[src/rtl/ser_tx_gw_if.sv]
// ser_tx_gw_if: load handshake and serial output bundle for ser_tx_gw.
// The master is the word source and serial consumer. The slave is the transmitter.
interface ser_tx_gw_if #(
  parameter int WIDTH = 4
);
  logic [WIDTH-1:0] D;
  logic             LOAD_VLD;
  logic             LOAD_RDY;
  logic             Q;
  logic             Q_VLD;
  logic             BUSY;

  modport master (
    output D,
    output LOAD_VLD,
    input  LOAD_RDY,
    input  Q,
    input  Q_VLD,
    input  BUSY
  );

  modport slave (
    input  D,
    input  LOAD_VLD,
    output LOAD_RDY,
    output Q,
    output Q_VLD,
    output BUSY
  );
endinterface

[src/rtl/ser_tx_gw.sv]
// ser_tx_gw: single-clock parallel-to-serial transmitter with a valid/ready load port.
// It shifts one bit per CLK on a registered Q. A new word can be accepted during the
// final bit of the current word, so consecutive words leave no gap. Q idles at INIT.
// Optional feature: define SER_TX_PARITY_EN to append an even-parity bit to every word.
module ser_tx_gw #(
  parameter int   WIDTH     = 4,
  parameter int   LSB_FIRST = 1,
  parameter logic INIT      = 1'b1
) (
  input  logic       CLK,
  input  logic       RESETN,
  ser_tx_gw_if.slave bus
);

`ifdef SER_TX_PARITY_EN
  localparam int NBITS = WIDTH + 1;
`else
  localparam int NBITS = WIDTH;
`endif
  localparam int CW = $clog2(WIDTH + 1);
  localparam logic [CW-1:0] LAST_BIT = CW'(NBITS - 1);
`ifdef SER_TX_PARITY_EN
  localparam logic [CW-1:0] LAST_DATA = CW'(WIDTH - 1);
`endif

  typedef enum logic {IDLE, SHIFT} state_t;

  state_t           state;
  state_t           state_next;
  logic [CW-1:0]    cnt;
  logic [WIDTH-1:0] shreg;
  logic             q_r;
  logic             load_rdy;
  logic             xfer;
  logic             last_bit;
  logic             first_bit;
  logic             next_bit;
  logic [WIDTH-1:0] load_rest;
  logic [WIDTH-1:0] shift_rest;
`ifdef SER_TX_PARITY_EN
  logic             par_r;
`endif

  assign last_bit = (state == SHIFT) && (cnt == LAST_BIT);
  assign xfer     = bus.LOAD_VLD && load_rdy;

  // State register; reset drops any word in flight and returns to IDLE.
  always_ff @(posedge CLK or negedge RESETN) begin
    if (!RESETN) state <= IDLE;
    else         state <= state_next;
  end

  // Next state: leave IDLE on a transfer, leave SHIFT only when the last bit finds no new word.
  always_comb begin
    state_next = state;
    case (state)
      IDLE:  if (xfer) state_next = SHIFT;
      SHIFT: if (last_bit && !xfer) state_next = IDLE;
    endcase
  end

  // Outputs: ready in IDLE or on the last bit, and never while reset is held.
  always_comb begin
    load_rdy  = 1'b0;
    if (RESETN) load_rdy = (state == IDLE) || last_bit;
    bus.LOAD_RDY = load_rdy;
    bus.Q        = q_r;
    bus.Q_VLD    = (state == SHIFT);
    bus.BUSY     = (state == SHIFT);
  end

  // Bit-order steering: the first bit comes straight from D, and later bits come from the shifter, which fills with INIT.
  always_comb begin
    if (LSB_FIRST != 0) begin
      first_bit  = bus.D[0];
      load_rest  = {INIT, bus.D[WIDTH-1:1]};
      next_bit   = shreg[0];
      shift_rest = {INIT, shreg[WIDTH-1:1]};
    end else begin
      first_bit  = bus.D[WIDTH-1];
      load_rest  = {bus.D[WIDTH-2:0], INIT};
      next_bit   = shreg[WIDTH-1];
      shift_rest = {shreg[WIDTH-2:0], INIT};
    end
`ifdef SER_TX_PARITY_EN
    if (cnt == LAST_DATA) next_bit = par_r;
`endif
  end

  // Datapath: load on a transfer, advance one bit per cycle in SHIFT, and return Q to INIT after the last bit.
  always_ff @(posedge CLK or negedge RESETN) begin
    if (!RESETN) begin
      q_r   <= INIT;
      shreg <= '0;
      cnt   <= '0;
`ifdef SER_TX_PARITY_EN
      par_r <= 1'b0;
`endif
    end else if (xfer) begin
      q_r   <= first_bit;
      shreg <= load_rest;
      cnt   <= '0;
`ifdef SER_TX_PARITY_EN
      par_r <= ^bus.D;
`endif
    end else if (state == SHIFT) begin
      if (last_bit) begin
        q_r <= INIT;
        cnt <= '0;
      end else begin
        q_r   <= next_bit;
        shreg <= shift_rest;
        cnt   <= cnt + CW'(1);
      end
    end
  end

endmodule

[src/flat_wrapper.sv]
// flat-port wrapper written by rule: the top's interface ports become plain ports
module ser_tx_gw_flat 
#(
  parameter int   WIDTH     = 4,
  parameter int   LSB_FIRST = 1,
  parameter logic INIT      = 1'b1
)
  (CLK, RESETN, bus_D, bus_LOAD_VLD, bus_LOAD_RDY, bus_Q, bus_Q_VLD, bus_BUSY);
  ser_tx_gw_if #(.WIDTH(WIDTH)) bus_i ();
  input  logic CLK;
  input  logic RESETN;
  input wire logic [$bits(bus_i.D)-1:0] bus_D;
  input wire logic [$bits(bus_i.LOAD_VLD)-1:0] bus_LOAD_VLD;
  output wire logic [$bits(bus_i.LOAD_RDY)-1:0] bus_LOAD_RDY;
  output wire logic [$bits(bus_i.Q)-1:0] bus_Q;
  output wire logic [$bits(bus_i.Q_VLD)-1:0] bus_Q_VLD;
  output wire logic [$bits(bus_i.BUSY)-1:0] bus_BUSY;
  assign bus_i.D = bus_D;
  assign bus_i.LOAD_VLD = bus_LOAD_VLD;
  assign bus_LOAD_RDY = bus_i.LOAD_RDY;
  assign bus_Q = bus_i.Q;
  assign bus_Q_VLD = bus_i.Q_VLD;
  assign bus_BUSY = bus_i.BUSY;
  ser_tx_gw #(.WIDTH(WIDTH), .LSB_FIRST(LSB_FIRST), .INIT(INIT)) u_core (.CLK(CLK), .RESETN(RESETN), .bus(bus_i));
endmodule
[config.mk]
export PLATFORM = sky130hd
export DESIGN_NAME = ser_tx_gw_flat
export DESIGN_NICKNAME = d
export VERILOG_FILES = /design/src/rtl/ser_tx_gw_if.sv /design/src/rtl/ser_tx_gw.sv /design/src/flat_wrapper.sv
export SDC_FILE = /design/constraint.sdc
export NUM_CORES = 1
export LEC_CHECK = 0
export CAP_MARGIN = 20
export CORE_AREA = 2 2 39 41
export CTS_BUF_LIST = sky130_fd_sc_hd__clkbuf_16
export DETAILED_ROUTE_END_ITERATION = 10
export DIE_AREA = 0 0 41 43
export SLEW_MARGIN = 20
export SYNTH_ARGS = -nofsm -noshare
export SYNTH_HDL_FRONTEND = slang
export SYNTH_SLANG_ARGS = --single-unit
[constraint.sdc]
create_clock -name CLK -period 1.4 [get_ports CLK]
set_input_delay 0.14 -clock CLK [delete_from_list [all_inputs] [get_ports CLK]]
set_output_delay 0.14 -clock CLK [all_outputs]
set_load 0.05 [all_outputs]
After elaboration in Yosys (flattened, before gate mapping)
Index checks and enable logic that the tools add are counted. Widths: inputs -> output; s select.

Add/sub/neg operators: 1. Multiply operators: 0. Div/mod/pow operators: 0. Magnitude comparators: 0. Eq/ne operators: 2. Shift-type cells: 0. Mux-type cells: 13. Bitwise gates (word level): 1. Reduce and logical (&&, ||, !) cells: 7.

Operator list (count): $mux 4 (3); $mux 3 (3); $mux 1 (6); $add 3x1->3 const B (1); $eq 3x2->1 const B (1); $logic_and 1x1->1 (3); $ne 2x1->1 const B (1); $pmux 1 s2 (1); $reduce_and 2->1 (1); $reduce_bool 2->1 (1); $logic_not 1->1 (1); $logic_or 1x1->1 (1); $not 1->1 (1).

Flip-flop bits (word level): 9. Latch bits: 0. RAM bits: 0. ROM bits: 0. Input port bits: 7. Memories kept: 0.

Logic depth before layout (Yosys ltp)
Gate-level depths: netlist of the first run.

Depth after elaboration: 9. Mapped depth: 4.

Worst setup path before layout of the first run
Ideal clock, no wire load.

Path type: reg-to-output. From: register u_core.state (netlist: u_core.bus.BUSY). To: output bus_LOAD_RDY. Arrival: 1.409 ns. Required time: 1.260 ns. Slack: -0.149 ns. Stages on the path, launching flop included: 4. Path through: dfrtp_1 > buf_2 > o21ai_2 > and2_1.

Longest elaborated chain between the ends: 3.

RTL lines: start, declared (line ser_tx_gw.sv:28) `state_t state;`; start signal, assigned (line ser_tx_gw.sv:50) `else state <= state_next;`; $logic_and 1x1->1 or $not 1->1 (tied branches) (line ser_tx_gw.sv:44, ser_tx_gw.sv:65); $logic_or 1x1->1 * (line ser_tx_gw.sv:65) `if (RESETN) load_rdy = (state == IDLE) || last_bit;`; $mux 1 * (line ser_tx_gw.sv:65); end, declared (line flat_wrapper.sv:14) `output wire logic [$bits(bus_i.LOAD_RDY)-1:0] bus_LOAD_RDY;`.

Every way passes the cells marked *; elsewhere a longest branch is shown, timed or not.

Worst setup path in the final report of the first run
From: register u_core.cnt[1]. To: output bus_LOAD_RDY.

Longest elaborated chain between the ends: 4.

RTL lines: start, declared (line ser_tx_gw.sv:30) `logic [CW-1:0] cnt;`; start signal, assigned (line ser_tx_gw.sv:113) `cnt <= cnt + CW'(1);`; $eq 3x2->1 (line ser_tx_gw.sv:44) `assign last_bit = (state == SHIFT) && (cnt == LAST_BIT);`; $logic_and 1x1->1 (line ser_tx_gw.sv:44); $logic_or 1x1->1 (line ser_tx_gw.sv:65); $mux 1 (line ser_tx_gw.sv:65).

No other way between the ends.

==> results of run 1 <==
kinds of logic (layout without fill, tap and decap cells):
family          Yosys count  after routing  synth area share
flops                     9              9             0.510
fa+ha+maj                 1              1            0.0282
mux                       7              7             0.200
compound gates            8              8             0.132
buf+inv                   4             27            0.0450
simple gates              7              7            0.0845
report_power, final:
part | internal (W) | total (W) | switching, W
Sequential | 0.000368 | 0.000444 | 0.0000762
Combinational | 0.000581 | 0.00107 | 0.000485
Clock | 0.000374 | 0.000507 | 0.000133
per-layer routing:
layer  up-vias  routed length, microns  track usage
met2         7                     493        0.216
met3         4                      40       0.0628
met5         -                       0            0
met4         0                      34        0.140
li1        174                       -            -
met1       180                     421        0.210
placed cells by master (no fill, tap or decap), drive strengths merged:
cell	count
o2111ai	1
ha	1
clkdlybuf4s50	6
dfstp	1
and2	1
dfrtp	8
clkbuf	3
o211ai	2
mux2i	1
o211a	1
mux2	6
or2	1
buf	15
nand2	2
o21ai	3
nor2	1
a31oi	1
nand3	1
inv	3
nor2b	1
flip-flops by register name, indices dropped and copies added, names as in the netlist:
name,flops
u_core.bus.BUSY,1
u_core.bus.Q,1
u_core.cnt,3
u_core.shreg,4
final cells by class:
cell class	count	area share
tap	16	0.0261
clock buffer	3	0.0979
clock inverter	1	0.00489
multi-input combinational	23	0.274
sequential	9	0.297
timing repair buffer	21	0.290
inverter	2	0.00979
cell usage after synthesis:
cell type and n:
sky130_fd_sc_hd__or2_1 1, sky130_fd_sc_hd__o21ai_2 1, sky130_fd_sc_hd__dfrtp_1 8, sky130_fd_sc_hd__inv_1 1, sky130_fd_sc_hd__and2_1 1, sky130_fd_sc_hd__dfstp_2 1
sky130_fd_sc_hd__nand3_1 1, sky130_fd_sc_hd__buf_2 1, sky130_fd_sc_hd__o211a_1 1, sky130_fd_sc_hd__mux2_1 3, sky130_fd_sc_hd__nand2_1 1, sky130_fd_sc_hd__ha_1 1
sky130_fd_sc_hd__a31oi_1 1, sky130_fd_sc_hd__inv_2 1, sky130_fd_sc_hd__mux2_4 3, sky130_fd_sc_hd__o21ai_1 2, sky130_fd_sc_hd__nor2b_1 1, sky130_fd_sc_hd__mux2i_1 1
sky130_fd_sc_hd__o2111ai_1 1, sky130_fd_sc_hd__buf_4 1, sky130_fd_sc_hd__nand2_2 1, sky130_fd_sc_hd__nor2_1 1, sky130_fd_sc_hd__o211ai_1 2
repair_timing:
item,in CTS,in global routing
pin swaps,2,2
setup endpoints to repair,1,2
resized for setup,4,0
gates cloned,0,0
buffers inserted,3,1
final timing paths:
kind,from,endpoint,slack [ns]
setup / recovery,u_core.cnt[1],bus_LOAD_RDY,-0.004
hold / removal,RESETN,u_core.shreg[0],0.26
setup reg to reg,u_core.cnt[1],u_core.shreg[2],0.09
hold reg to reg,u_core.shreg[3],u_core.shreg[3],0.47
max in group asynchronous,RESETN,u_core.bus.Q,0.91
min in group CLK,u_core.shreg[3],u_core.shreg[3],0.47
per-stage QoR:
| step | total power, W | util | hold slack (ns) |
|---|---|---|---|
| after floorplan | 0.000973 | - | -0.156 |
| after global placement | 0.00137 | 0.467 | 0.452 |
| after detailed placement | 0.00139 | 0.467 | 0.457 |
| after CTS | 0.00201 | 0.549 | 0.267 |
| after global routing | 0.00212 | 0.554 | 0.281 |
| final | 0.00202 | 0.554 | 0.261 |
==> metrics.yaml, run 1 <==
ctsRootBufferMaster: "sky130_fd_sc_hd__clkbuf_16"
rsz_0062_raised_after_global_routing: "yes"
netlist-cell-type-count: 23
dr_total_vias: 365
p_leak_nw: 0.343
synth_area_leaders: "sky130_fd_sc_hd__dfrtp_1, sky130_fd_sc_hd__mux2_4, sky130_fd_sc_hd__mux2_1, sky130_fd_sc_hd__dfstp_2, sky130_fd_sc_hd__o211ai_1"
tightestPinTransition_ns: 0.231
drive_gt1_frac: 0.492
starting_drc_count_in_detailed_routing: 5
floorplan.initialDensity: 0.321
postSynthRegisterBits: 9
cts-hold-fix-buffers: 0
filler_instances: 120
chipWidth_microns: 41
fp-row-count: 14
min_path_type: "primary input to async pin"
maxClockFrequency_mhz: 712
finalNetCount: 68
finalWeightedCongestion: 0.711
crit_path_start_kind: "register"
final.setup_skew_ns: 0.00433
die_area_sq_um: 1760
synth_warnings: 0
syn-cell-area_sq_um: 444
detailed_place_hpwl_microns: 665
post_placement_cell_count: 67
vias_in_the_first_global_route: 383
critical-path-top-delay-family: "flip-flops"
antenna_violating_nets_post_route: 0
drt-pass1-iter-count: 3
maxSlewViolCount: 0
delay_of_the_slowest_cell_on_the_worst_path_ns: 0.35
final-instance-count-excl-fill: 75
maxCapViolations: 0
cp_max_fo: 2
cts_made_buffers: 3
yosys.area.top_type: "sky130_fd_sc_hd__dfrtp_1"
run_status: "finished with violations"
setup-tns-final_ns: -0.00423
cts_tree: "built"
vdd_drop_max_mv: 0.997
setup_violations: 1
multi_input_area_sq_um: 210
synth.avg_cell_area_sq_um: 12.3
critPathBufInv: 2
netlist.area_leader.share: 0.451
power_density_nw_per_um2: 2630
path_depth_of_the_worst_reg2reg_path: 5
avgViaCountPerCell: 4.87
groute.usage.overall: 0.168
design_area_sq_um: 767
end_kind: "output port"
crit_path_setup_slack_layout_ns: -0.00423
antenna_diode_instance_count: 0
clk_pin_slew_ns: 0.04
synth_cells: 36
area.growth.synth_to_final_pct: 72.7
worstPathCellList: "ha_2, inv_2, o21ai_4, and2_4, buf_12"
cts.htree.levels: 1
failing_checks: "setup timing"
drt_wl_total_microns: 990
report.final.hold_viol_count: 0
clk-insertion-delay-late_ns: 0.24
ys_seq_area_frac: 0.510
grt.overflow.total: 0
critical_path_required_ns: 1.26
grt_antenna_before_repair: 0
placed_area_sq_um: 647
cpMaxStageDelayCell: "sky130_fd_sc_hd__dfrtp_1"
slew-limit-headroom: 0.845
grt_first_pass_wirelength_microns: 1810
critical_path_depth: 5
timing_worst_setup_path_type: "register to output port"
core_area_sq_um: 1380
port_buffers: 10
clock-sinks: 9
layout_min_cycle_time_ns: 1.40
min_period_over_period: 1.00
drc_errors: 0
io-pin-count: 11
max_root_sink_buffers: 2
grt_max_degree: 13
die-height_microns: 43
regArea_sq_um: 228
cp.arrival_ns: 1.26
synth_nets: 44
wire_per_inst_microns: 13.2
worst_case_setup_slack_after_placement_ns: -0.0495
Power figures use the tool's default switching activity.
==> run 2: changes to the inputs <==
Settings changed: MAX_ROUTING_LAYER set to met4, REMOVE_ABC_BUFFERS set to 1.
==> metrics.yaml, run 2 (same netlist as run 1, synthesis figures left out) <==
grt_max_degree: 13  # unchanged
busiest_layer: "met2"  # unchanged
r2r_start: "u_core.cnt[0]"  # was u_core.cnt[1]
filler_instances: 115  # was 120
largest_register_ffs: 4  # unchanged
clk-insertion-delay-late_ns: 0.24  # about the same
p_leak_nw: 0.349  # was 0.343 nW
cts_tree: "built"  # unchanged
final.setup_skew_ns: 0.00409  # was 0.00433 ns
tightestPinTransition_ns: 0.244  # was 0.231 ns
crit_path_setup_slack_layout_ns: -0.0442  # was -0.00423 ns
maxCapViolations: 0  # unchanged
setup-tns-final_ns: -0.0442  # was -0.00423 ns
vias_in_the_first_global_route: 380  # was 383
max_root_sink_buffers: 2  # unchanged
p_comb_frac: 0.540  # was 0.528
most_used_cells_in_the_layout_excluding_fill_and_tap_cells: "sky130_fd_sc_hd__buf_4, sky130_fd_sc_hd__dfrtp_1, sky130_fd_sc_hd__clkdlybuf4s50_1"  # unchanged
core_area_sq_um: 1380  # unchanged
slew-limit-headroom: 0.836  # was 0.845
dr_total_vias: 354  # was 365
chipWidth_microns: 41  # unchanged
crit_path_start_kind: "register"  # unchanged
drt-pass1-iter-count: 1  # was 3
grt_antenna_before_repair: 0  # unchanged
fp-row-count: 14  # unchanged
maxClockFrequency_mhz: 692  # was 712 MHz
timing.hold.ws_ns: 0.256  # was 0.261 ns
cts_made_buffers: 3  # unchanged
finalPower_w: 0.00207  # was 0.00202 W
area.growth.synth_to_final_pct: 74.1  # was 72.7%
drt_wl_total_microns: 1090  # was 990 microns
use_met1: 0.182  # was 0.210
die_area_sq_um: 1760  # unchanged
finalNetCount: 69  # was 68
port_buffers: 10  # unchanged
timing_worst_setup_path_type: "register to output port"  # unchanged
wire_per_inst_microns: 14.3  # was 13.2 microns
min_path_type: "primary input to async pin"  # unchanged
worst_r2r_endpoint: "u_core.shreg[3]"  # was u_core.shreg[2]
antenna_violating_nets_post_route: 0  # unchanged
delay_of_the_slowest_cell_on_the_worst_path_ns: 0.36  # was 0.35 ns
critPathBufInv: 2  # unchanged
cp_max_fo: 4  # was 2
ctsRootBufferMaster: "sky130_fd_sc_hd__clkbuf_16"  # unchanged
clock-sinks: 9  # unchanged
antenna_diode_instance_count: 0  # unchanged
groute.usage.overall: 0.162  # was 0.168
switching_share: 0.348  # was 0.344
detailed_place_hpwl_microns: 696  # was 665 microns
layout_top_registers: "u_core.shreg x4, u_core.cnt x3"  # unchanged
globalRouteMet3Util: 0.0628  # unchanged
drc_errors: 0  # unchanged
global_route.usage.met2: 0.241  # was 0.216
clk_pin_slew_ns: 0.04  # about the same
vdd_drop_max_mv: 0.972  # was 0.997 mV
finalWeightedCongestion: 0.715  # was 0.711
leading_cell_type_in_the_layout_fill_and_taps_excluded: "sky130_fd_sc_hd__buf_4"  # unchanged
power.share.sequential: 0.212  # was 0.220
grt.overflow.total: 0  # unchanged
io-pin-count: 11  # unchanged
floorplan.initialDensity: 0.321  # unchanged
critical-path-top-delay-family: "flip-flops"  # unchanged
power_spent_charging_and_discharging_nets_w: 0.000720  # was 0.000694 W
worstPathCellList: "ha_2, inv_2, o21ai_4, and2_4, buf_12"  # unchanged
die-height_microns: 43  # unchanged
power_density_nw_per_um2: 2670  # was 2630 nW/um^2
rsz_0062_raised_after_global_routing: "yes"  # unchanged
p_int_w: 0.00135  # was 0.00132 W
share_clk_of_total_power: 0.247  # was 0.251
worst_case_setup_slack_after_placement_ns: -0.0619  # was -0.0495 ns
run_status: "finished with violations"  # unchanged
drive_gt1_frac: 0.483  # was 0.492
cpMaxStageDelayCell: "sky130_fd_sc_hd__dfrtp_1"  # unchanged
grt_first_pass_wirelength_microns: 1700  # was 1810 microns
starting_drc_count_in_detailed_routing: 0  # was 5
cp.arrival_ns: 1.30  # was 1.26 ns
setup_violations: 1  # unchanged
failing_checks: "setup timing"  # unchanged
setup.reg_to_reg.worst_slack_ns: 0.06  # was 0.09 ns
critical_path_required_ns: 1.26  # about the same
report.final.hold_viol_count: 0  # unchanged
path_depth_of_the_worst_reg2reg_path: 5  # unchanged
top_register_by_number_of_flip_flops: "u_core.shreg"  # unchanged
cts.htree.levels: 1  # unchanged
min_period_over_period: 1.03  # was 1.00
maxSlewViolCount: 0  # unchanged
end_kind: "output port"  # unchanged
avgViaCountPerCell: 4.66  # was 4.87
layout_min_cycle_time_ns: 1.44  # was 1.40 ns
==> run 2: how the worst max path moves through the flow <==
stage / from / endpoint / slack (ns) / cells after the start
4_1_cts: u_core.cnt[0] / bus_LOAD_RDY / -0.04 / 5
3_3_place_gp: bus_LOAD_VLD / u_core.shreg[0] / -0.04 / 4
6_report: u_core.cnt[0] / bus_LOAD_RDY / -0.04 / 5
3_5_place_dp: bus_LOAD_VLD / u_core.shreg[0] / -0.06 / 4
2_1_floorplan: u_core.bus.BUSY / bus_LOAD_RDY / -0.43 / 2
5_1_grt: u_core.cnt[0] / bus_LOAD_RDY / -0.09 / 5
==> run 2: metal layers <==
metal	wire [microns]	vias to the layer above
met5	0	-
met4	25	0
met3	50	3
met2	558	9
met1	455	163
li1	-	179
==> run 2: power by group through the flow <==
stage	logic, W	registers, W	clock network (W)
3_3_place_gp	0.000963	0.000431	0
4_1_cts	0.00110	0.000438	0.000505
3_5_place_dp	0.000975	0.000432	0
2_1_floorplan	0.000345	0.000590	0
5_1_grt	0.00119	0.000449	0.000531
6_report	0.00112	0.000439	0.000510
==> run 2: through the flow <==
stage / std cells / utilization / instance area, sq um
3_3_place_gp: 68 / 0.471 / 652
6_report: 76 / 0.559 / 773
4_1_cts: 75 / 0.553 / 766
3_5_place_dp: 68 / 0.471 / 652
2_1_floorplan: 34 / - / 432
5_1_grt: 76 / 0.559 / 773
==> run 2: worst reg2reg max path, cell delays in order (launching register included) <==
cell and delay (ns):
sky130_fd_sc_hd__dfrtp_1 0.36, sky130_fd_sc_hd__ha_2 0.20, sky130_fd_sc_hd__buf_4 0.11, sky130_fd_sc_hd__nor2b_1 0.19
sky130_fd_sc_hd__o21ai_1 0.13, sky130_fd_sc_hd__or2_1 0.23
==> run 2: timing repair <==
item,4_1_cts,5_1_grt
setup buffers,3,1
hold buffers,0,0
resized for setup,4,0
setup endpoints to repair,1,2
pin swaps,2,2
cloned,0,0
==> run 2: final cells by class <==
cell class                 count  area, sq um  share of cell area
sequential                     9          226               0.293
inverter                       2         7.51             0.00971
timing repair buffer          22          230               0.298
tap                           16         20.0              0.0259
clock buffer                   3         75.1              0.0971
clock inverter                 1         3.75             0.00485
multi-input combinational     23          210               0.272
